[src/rtl/timer_compare_datapath.sv]
// Timer-compare datapath: executes the PLA controller's control word, compares time vs alarm nibble-serially
// and drives a timed alarm. Optional snooze support is compiled in with `define TC_SNOOZE_EN.
module timer_compare_datapath #(
    parameter int          DIGITS        = 8,
    parameter logic [31:0] RING_CYCLES   = 32'd50_000_000,
    parameter logic [31:0] SNOOZE_CYCLES = 32'd300_000_000,
    localparam int         CW            = $clog2(DIGITS)
) (
    input  logic                clk,
    input  logic                rst,
    input  logic [4*DIGITS-1:0] time_in,
    input  logic [4*DIGITS-1:0] alarm_in,
    input  logic                arm_btn,
    input  logic                snooze,
    input  logic                La,
    input  logic                Lb,
    input  logic                Ea,
    input  logic                Lr,
    input  logic                Er,
    input  logic                Kc,
    input  logic                Cc,
    input  logic                M,
    input  logic [1:0]          s,
    output logic                Ts,
    output logic                c7,
    output logic                Az,
    output logic                alarm_out,
    output logic [CW-1:0]       digit_idx
);

`ifdef TC_SNOOZE_EN
    typedef enum logic [1:0] {ST_IDLE, ST_RING, ST_SNOOZE} ring_state_t;
`else
    typedef enum logic [1:0] {ST_IDLE, ST_RING} ring_state_t;
`endif

    localparam logic [CW-1:0] LAST_DIGIT = CW'(DIGITS - 1);

    logic [DIGITS-1:0][3:0] r_a;
    logic [DIGITS-1:0][3:0] r_b;
    logic [DIGITS-1:0]      r_r;
    logic [CW-1:0]          r_cnt;

    logic [3:0] w_a_nib;
    logic [3:0] w_b_nib;
    logic       w_mismatch;

    logic r_arm_meta;
    logic r_arm_sync;
    logic r_arm_prev;
    logic r_ts;
    logic w_arm_rise;
    logic w_disarm;

    ring_state_t r_state;
    ring_state_t w_state_nxt;
    logic [31:0] r_ring_cnt;
    logic [31:0] w_ring_nxt;

`ifdef TC_SNOOZE_EN
    logic        r_snooze_prev;
    logic        w_snooze_rise;
    logic [31:0] r_snz_cnt;
    logic [31:0] w_snz_nxt;
`else
    logic        w_unused_snooze;
    assign w_unused_snooze = snooze ^ (|SNOOZE_CYCLES);
`endif

    // ---------------- compare datapath ----------------
    assign w_a_nib = r_a[r_cnt];
    assign w_b_nib = r_b[r_cnt];

    // NOTE: every output of an always_comb gets a default first so no path leaves it unassigned (no latch).
    always_comb begin
        w_mismatch = 1'b0;
        case (s)
            2'b00:   w_mismatch = (w_a_nib != w_b_nib);
            2'b01:   w_mismatch = (w_a_nib != 4'h0);
            default: w_mismatch = (w_b_nib != 4'hF) && (w_a_nib != w_b_nib);
        endcase
    end

    // NOTE: A/B are plain registers, not a RAM, so they take part in the reset like every other flop.
    always_ff @(posedge clk) begin
        if (rst) begin
            r_a   <= '0;
            r_b   <= '0;
            r_r   <= '0;
            r_cnt <= '0;
        end else begin
            if (La) r_a <= time_in;
            if (Lb) r_b <= alarm_in;

            if (Lr)      r_r <= '0;
            else if (Er) r_r[r_cnt] <= r_r[r_cnt] | w_mismatch;

            if (Kc)      r_cnt <= '0;
            else if (Cc) r_cnt <= (r_cnt == LAST_DIGIT) ? '0 : r_cnt + 1'b1;
        end
    end

    assign Az        = (r_r == '0);
    assign c7        = (r_cnt == LAST_DIGIT);
    assign digit_idx = r_cnt;

    // ---------------- arm synchronizer and toggle ----------------
    assign w_arm_rise = r_arm_sync & ~r_arm_prev;
    assign w_disarm   = w_arm_rise & r_ts;

    always_ff @(posedge clk) begin
        if (rst) begin
            r_arm_meta <= 1'b0;
            r_arm_sync <= 1'b0;
            r_arm_prev <= 1'b0;
            r_ts       <= 1'b0;
        end else begin
            r_arm_meta <= arm_btn;
            r_arm_sync <= r_arm_meta;
            r_arm_prev <= r_arm_sync;
            r_ts       <= r_ts ^ w_arm_rise;
        end
    end

    assign Ts = r_ts;

`ifdef TC_SNOOZE_EN
    assign w_snooze_rise = snooze & ~r_snooze_prev;

    always_ff @(posedge clk) begin
        if (rst) r_snooze_prev <= 1'b0;
        else     r_snooze_prev <= snooze;
    end
`endif

    // ---------------- ring state machine ----------------
    // Priority inside RING: disarm/Ea, then snooze, then M retrigger, then countdown.
    always_comb begin
        w_state_nxt = r_state;
        w_ring_nxt  = r_ring_cnt;
`ifdef TC_SNOOZE_EN
        w_snz_nxt   = r_snz_cnt;
`endif
        case (r_state)
            ST_IDLE: begin
                if (M && Az && r_ts && !Ea && !w_disarm) begin
                    w_state_nxt = ST_RING;
                    w_ring_nxt  = RING_CYCLES - 32'd1;
                end
            end
            ST_RING: begin
                if (w_disarm || Ea) begin
                    w_state_nxt = ST_IDLE;
                    w_ring_nxt  = '0;
`ifdef TC_SNOOZE_EN
                end else if (w_snooze_rise) begin
                    w_state_nxt = ST_SNOOZE;
                    w_ring_nxt  = '0;
                    w_snz_nxt   = SNOOZE_CYCLES - 32'd1;
`endif
                end else if (M) begin
                    w_ring_nxt  = RING_CYCLES - 32'd1;
                end else if (r_ring_cnt == '0) begin
                    w_state_nxt = ST_IDLE;
                end else begin
                    w_ring_nxt  = r_ring_cnt - 32'd1;
                end
            end
`ifdef TC_SNOOZE_EN
            ST_SNOOZE: begin
                if (w_disarm || Ea) begin
                    w_state_nxt = ST_IDLE;
                    w_snz_nxt   = '0;
                end else if (r_snz_cnt == '0) begin
                    w_state_nxt = ST_RING;
                    w_ring_nxt  = RING_CYCLES - 32'd1;
                end else begin
                    w_snz_nxt   = r_snz_cnt - 32'd1;
                end
            end
`endif
            default: begin
                w_state_nxt = ST_IDLE;
                w_ring_nxt  = '0;
            end
        endcase
    end

    // NOTE: sequential state uses non-blocking assignments so every flop samples pre-edge values.
    always_ff @(posedge clk) begin
        if (rst) begin
            r_state    <= ST_IDLE;
            r_ring_cnt <= '0;
`ifdef TC_SNOOZE_EN
            r_snz_cnt  <= '0;
`endif
        end else begin
            r_state    <= w_state_nxt;
            r_ring_cnt <= w_ring_nxt;
`ifdef TC_SNOOZE_EN
            r_snz_cnt  <= w_snz_nxt;
`endif
        end
    end

    assign alarm_out = (r_state == ST_RING);

endmodule

[config.mk]
export PLATFORM = sky130hd
export DESIGN_NAME = timer_compare_datapath
export DESIGN_NICKNAME = d
export VERILOG_FILES = /design/src/rtl/timer_compare_datapath.sv
export SDC_FILE = /design/constraint.sdc
export NUM_CORES = 1
export LEC_CHECK = 0
export ABC_AREA = 1
export CAP_MARGIN = 10
export CELL_PAD_IN_SITES_DETAIL_PLACEMENT = 1
export CELL_PAD_IN_SITES_GLOBAL_PLACEMENT = 2
export CORE_MARGIN = 3
export CORE_UTILIZATION = 32
export CTS_CLUSTER_DIAMETER = 200
export DETAILED_ROUTE_END_ITERATION = 10
export GPL_TIMING_DRIVEN = 0
export MAX_ROUTING_LAYER = met4
export PLACE_DENSITY = 0.95
export SLEW_MARGIN = 40
export SYNTH_ARGS = -nofsm -noshare
export SYNTH_HDL_FRONTEND = slang
export SYNTH_SLANG_ARGS = --single-unit
[constraint.sdc]
create_clock -name clk -period 3 [get_ports clk]
set_input_delay 0.6 -clock clk [delete_from_list [all_inputs] [get_ports clk]]
set_output_delay 0.6 -clock clk [all_outputs]
set_load 0.02 [all_outputs]
==> results.yml <==
power_and_ir_drop:
  p_leak_nw: 3.17
  report.power.total_mw: 3.62
  switchingPower_mw: 1.09
  cell_internal_pwr_mw: 2.52
  p_seq_frac: 0.446
  clock_power_share: 0.338
  powerDensity_nw_per_um2: 514
  combPwrFrac: 0.216
  ir_drop_v: 0.000272
  p_sw_frac: 0.302
sta:
  hold_viol_final: 0
  finClkSkew_ns: 0.0105
  timing.final.max_slew_violations: 0
  min_period_over_period: 0.835
  setup_violations: 0
  slew-limit-headroom: 0.637
  worst_slew_pin_slew_ns: 0.539
  fin_setup_tns_ns: 0
  max_freq_ghz: 0.399
  postLayoutSetupSlackWorst_ns: 0.494
  fin_crit_ns: 2.51
  timing.hold.ws_ns: 0.406
  rsz0062_at_grt: "no"
synthesis:
  yosysWarnings: 0
  synth_edf_count: 0
  ys.flop_type: "dfxtp_1"
  syn_avg_cell_area_um2: 6.50
  synthTopCellsByArea: "dfxtp_1, nand2_1, inv_1"
  yosysSeqAreaShare: 0.398
  synth_top_area_cell: "dfxtp_1"
  yosysTopAreaCellShare: 0.398
  synth_nets: 950
  netlist_instances: 868
  synth_seq_cells: 112
  syn-cell-area_um2: 5640
  async_flop_share: 0
  ys_types: 33
setup_path:
  rr_startpoint: "r_ring_cnt[0]"
  r2r_end: "r_ring_cnt[25]"
  critPathSlowestCell: "clkdlybuf4s50_1"
  critPathKind: "reg -> out"
  endpoint: "Az"
  reg2reg_slack_ns: 0.61
  r2r_cells: 14
  setup.worst_path.start: "r_r[7]"
  crit_arrival_ns: 1.91
  critical-path-max-stage-delay_ns: 0.67
  crit_chain: "nor3_1 -> nor3b_2 -> clkdlybuf4s50_1"
  cp-start-kind: "register"
  worstPathRequired_ns: 2.40
  crit_path_end_kind: "output port"
  crit_fanout: 3
grt:
  grt_pass1_wl_um: 29400
  grt_pass1_vias: 5993
  grt_use_total: 0.192
  grt_max_degree: 18
  antenna_found_initial: 0
  grt_overflow: 0
min_path:
  hold_class: "reg -> reg"
floorplan:
  top_level_ports: 85
  die_area_um2: 19200
  die_w_um: 139
  core_area_um2: 16900
  die_y_um: 139
  start_util: 0.333
  core.rowCount: 47
cells_and_area:
  nNetsFinal: 1044
  final_util: 0.415
  final_cell_mix: "nand2_1, inv_1, nor2_1"
  syn_to_final_growth_pct: 24.8
  final_area_um2: 7030
  drive_gt1_frac: 0.0434
  antenna_cells: 0
  fill_cells: 2240
  stdcell_count: 1187
  final_common_cell: "nand2_1"
clock_network:
  htreeDepth: 3
  clk_latency_ns: 0.35
  cts-resized-gates: 0
  root_buffer: "clkbuf_16"
  ctsHoldBuffers: 0
  post_cts_buffers: 0
  cts_buffers: 9
  clock_path_buffers: 2
  cts_tree: "yes"
  cts.sinks: 112
  clk_pin_slew_ns: 0.08
detailed_routing:
  dr.pass1.iters: 4
  viasPerCell: 4.83
  totalWireLength_um: 17800
  drt_iter0_markers: 224
  vias: 5730
  post_drt_wl_per_cell_um: 15.0
  antenna_left: 0
  drc: 0
placement:
  hpwlAfterDp_um: 13700
  place_ws_ns: 0.176
  dpl_cell_area_um2: 6740
  place.port_buffers: 83
  gp_congestion: 0.857
  post-place-cells: 1171
run:
  cap_violations: 0
outcome:
  status: "finished clean"
[worst min path at each step]
stage	from	endpoint	slack, ns	depth (start not counted)
after CTS	r_arm_meta	r_arm_sync	0.41	2
after global routing	r_arm_meta	r_arm_sync	0.41	2
after global placement	r_arm_meta	r_arm_sync	0.39	2
after floorplan	r_arm_meta	r_arm_sync	0.39	2
after detailed placement	r_arm_meta	r_arm_sync	0.40	2
final	r_arm_meta	r_arm_sync	0.41	2
[cell families after synthesis]
family                     Yosys count  synth area share
DFF                                112             0.398
AOI/OAI and AO/OA                  193             0.178
adders and majority gates            4           0.00888
buffers and inverters              175             0.121
and+or+nand+nor                    371             0.274
xor gates and xnor gates            13            0.0202
[Yosys cell counts (2+ instances only)]
library cell,instances
nand2_1,167
inv_1,133
nor2_1,121
dfxtp_1,112
a21oi_1,94
o21ai_0,87
nand3_1,57
clkbuf_1,20
xor2_1,9
a211oi_1,6
buf_2,6
inv_2,6
nor3_1,6
buf_1,4
ha_1,4
nand4_1,4
xnor2_1,4
buf_4,3
nor2_4,3
nor4_1,3
or2_2,3
a31oi_1,2
clkinv_1,2
nand2_2,2
or2_1,2
[per-layer routing]
metal  up-vias  track usage  share of wire
met1      2720        0.245           0.49
met2        60        0.323           0.48
met4         0       0.0443          0.012
li1       2936            -              -
met3        14       0.0303          0.020
met5         -            -              0
[cell type report]
type	instances	area [um2]	area share
buffer	34	154	0.0219
clock buffer	11	233	0.0331
clock inverter	5	57.6	0.00818
inverter	141	529	0.0752
multi-input combinational	581	2710	0.386
sequential	112	2240	0.319
tap	220	275	0.0391
timing repair buffer	83	831	0.118
[sequential cells by signal (all words and copies together) (netlist names), 3 cells and up]
name / flops
r_a: 32
r_b: 32
r_r: 8
r_ring_cnt: 32
digit_idx: 3
[worst max-delay path: cells and delay by family (launching register included)]
kind	cells	cell delay [ns]
buffers and inverters	1	0.67
and+or+nand+nor	2	0.54
DFF	1	0.34
[power by group through the flow]
stage          clock network [mW]  logic [mW]  registers, mW
2_1_floorplan                   0       0.501           1.64
3_3_place_gp                    0       0.768           1.64
3_5_place_dp                    0       0.782           1.65
4_1_cts                      1.26       0.788           1.61
5_1_grt                      1.31       0.890           1.62
6_report                     1.22       0.781           1.61
Note: power is estimated with default switching activity, not from simulation.
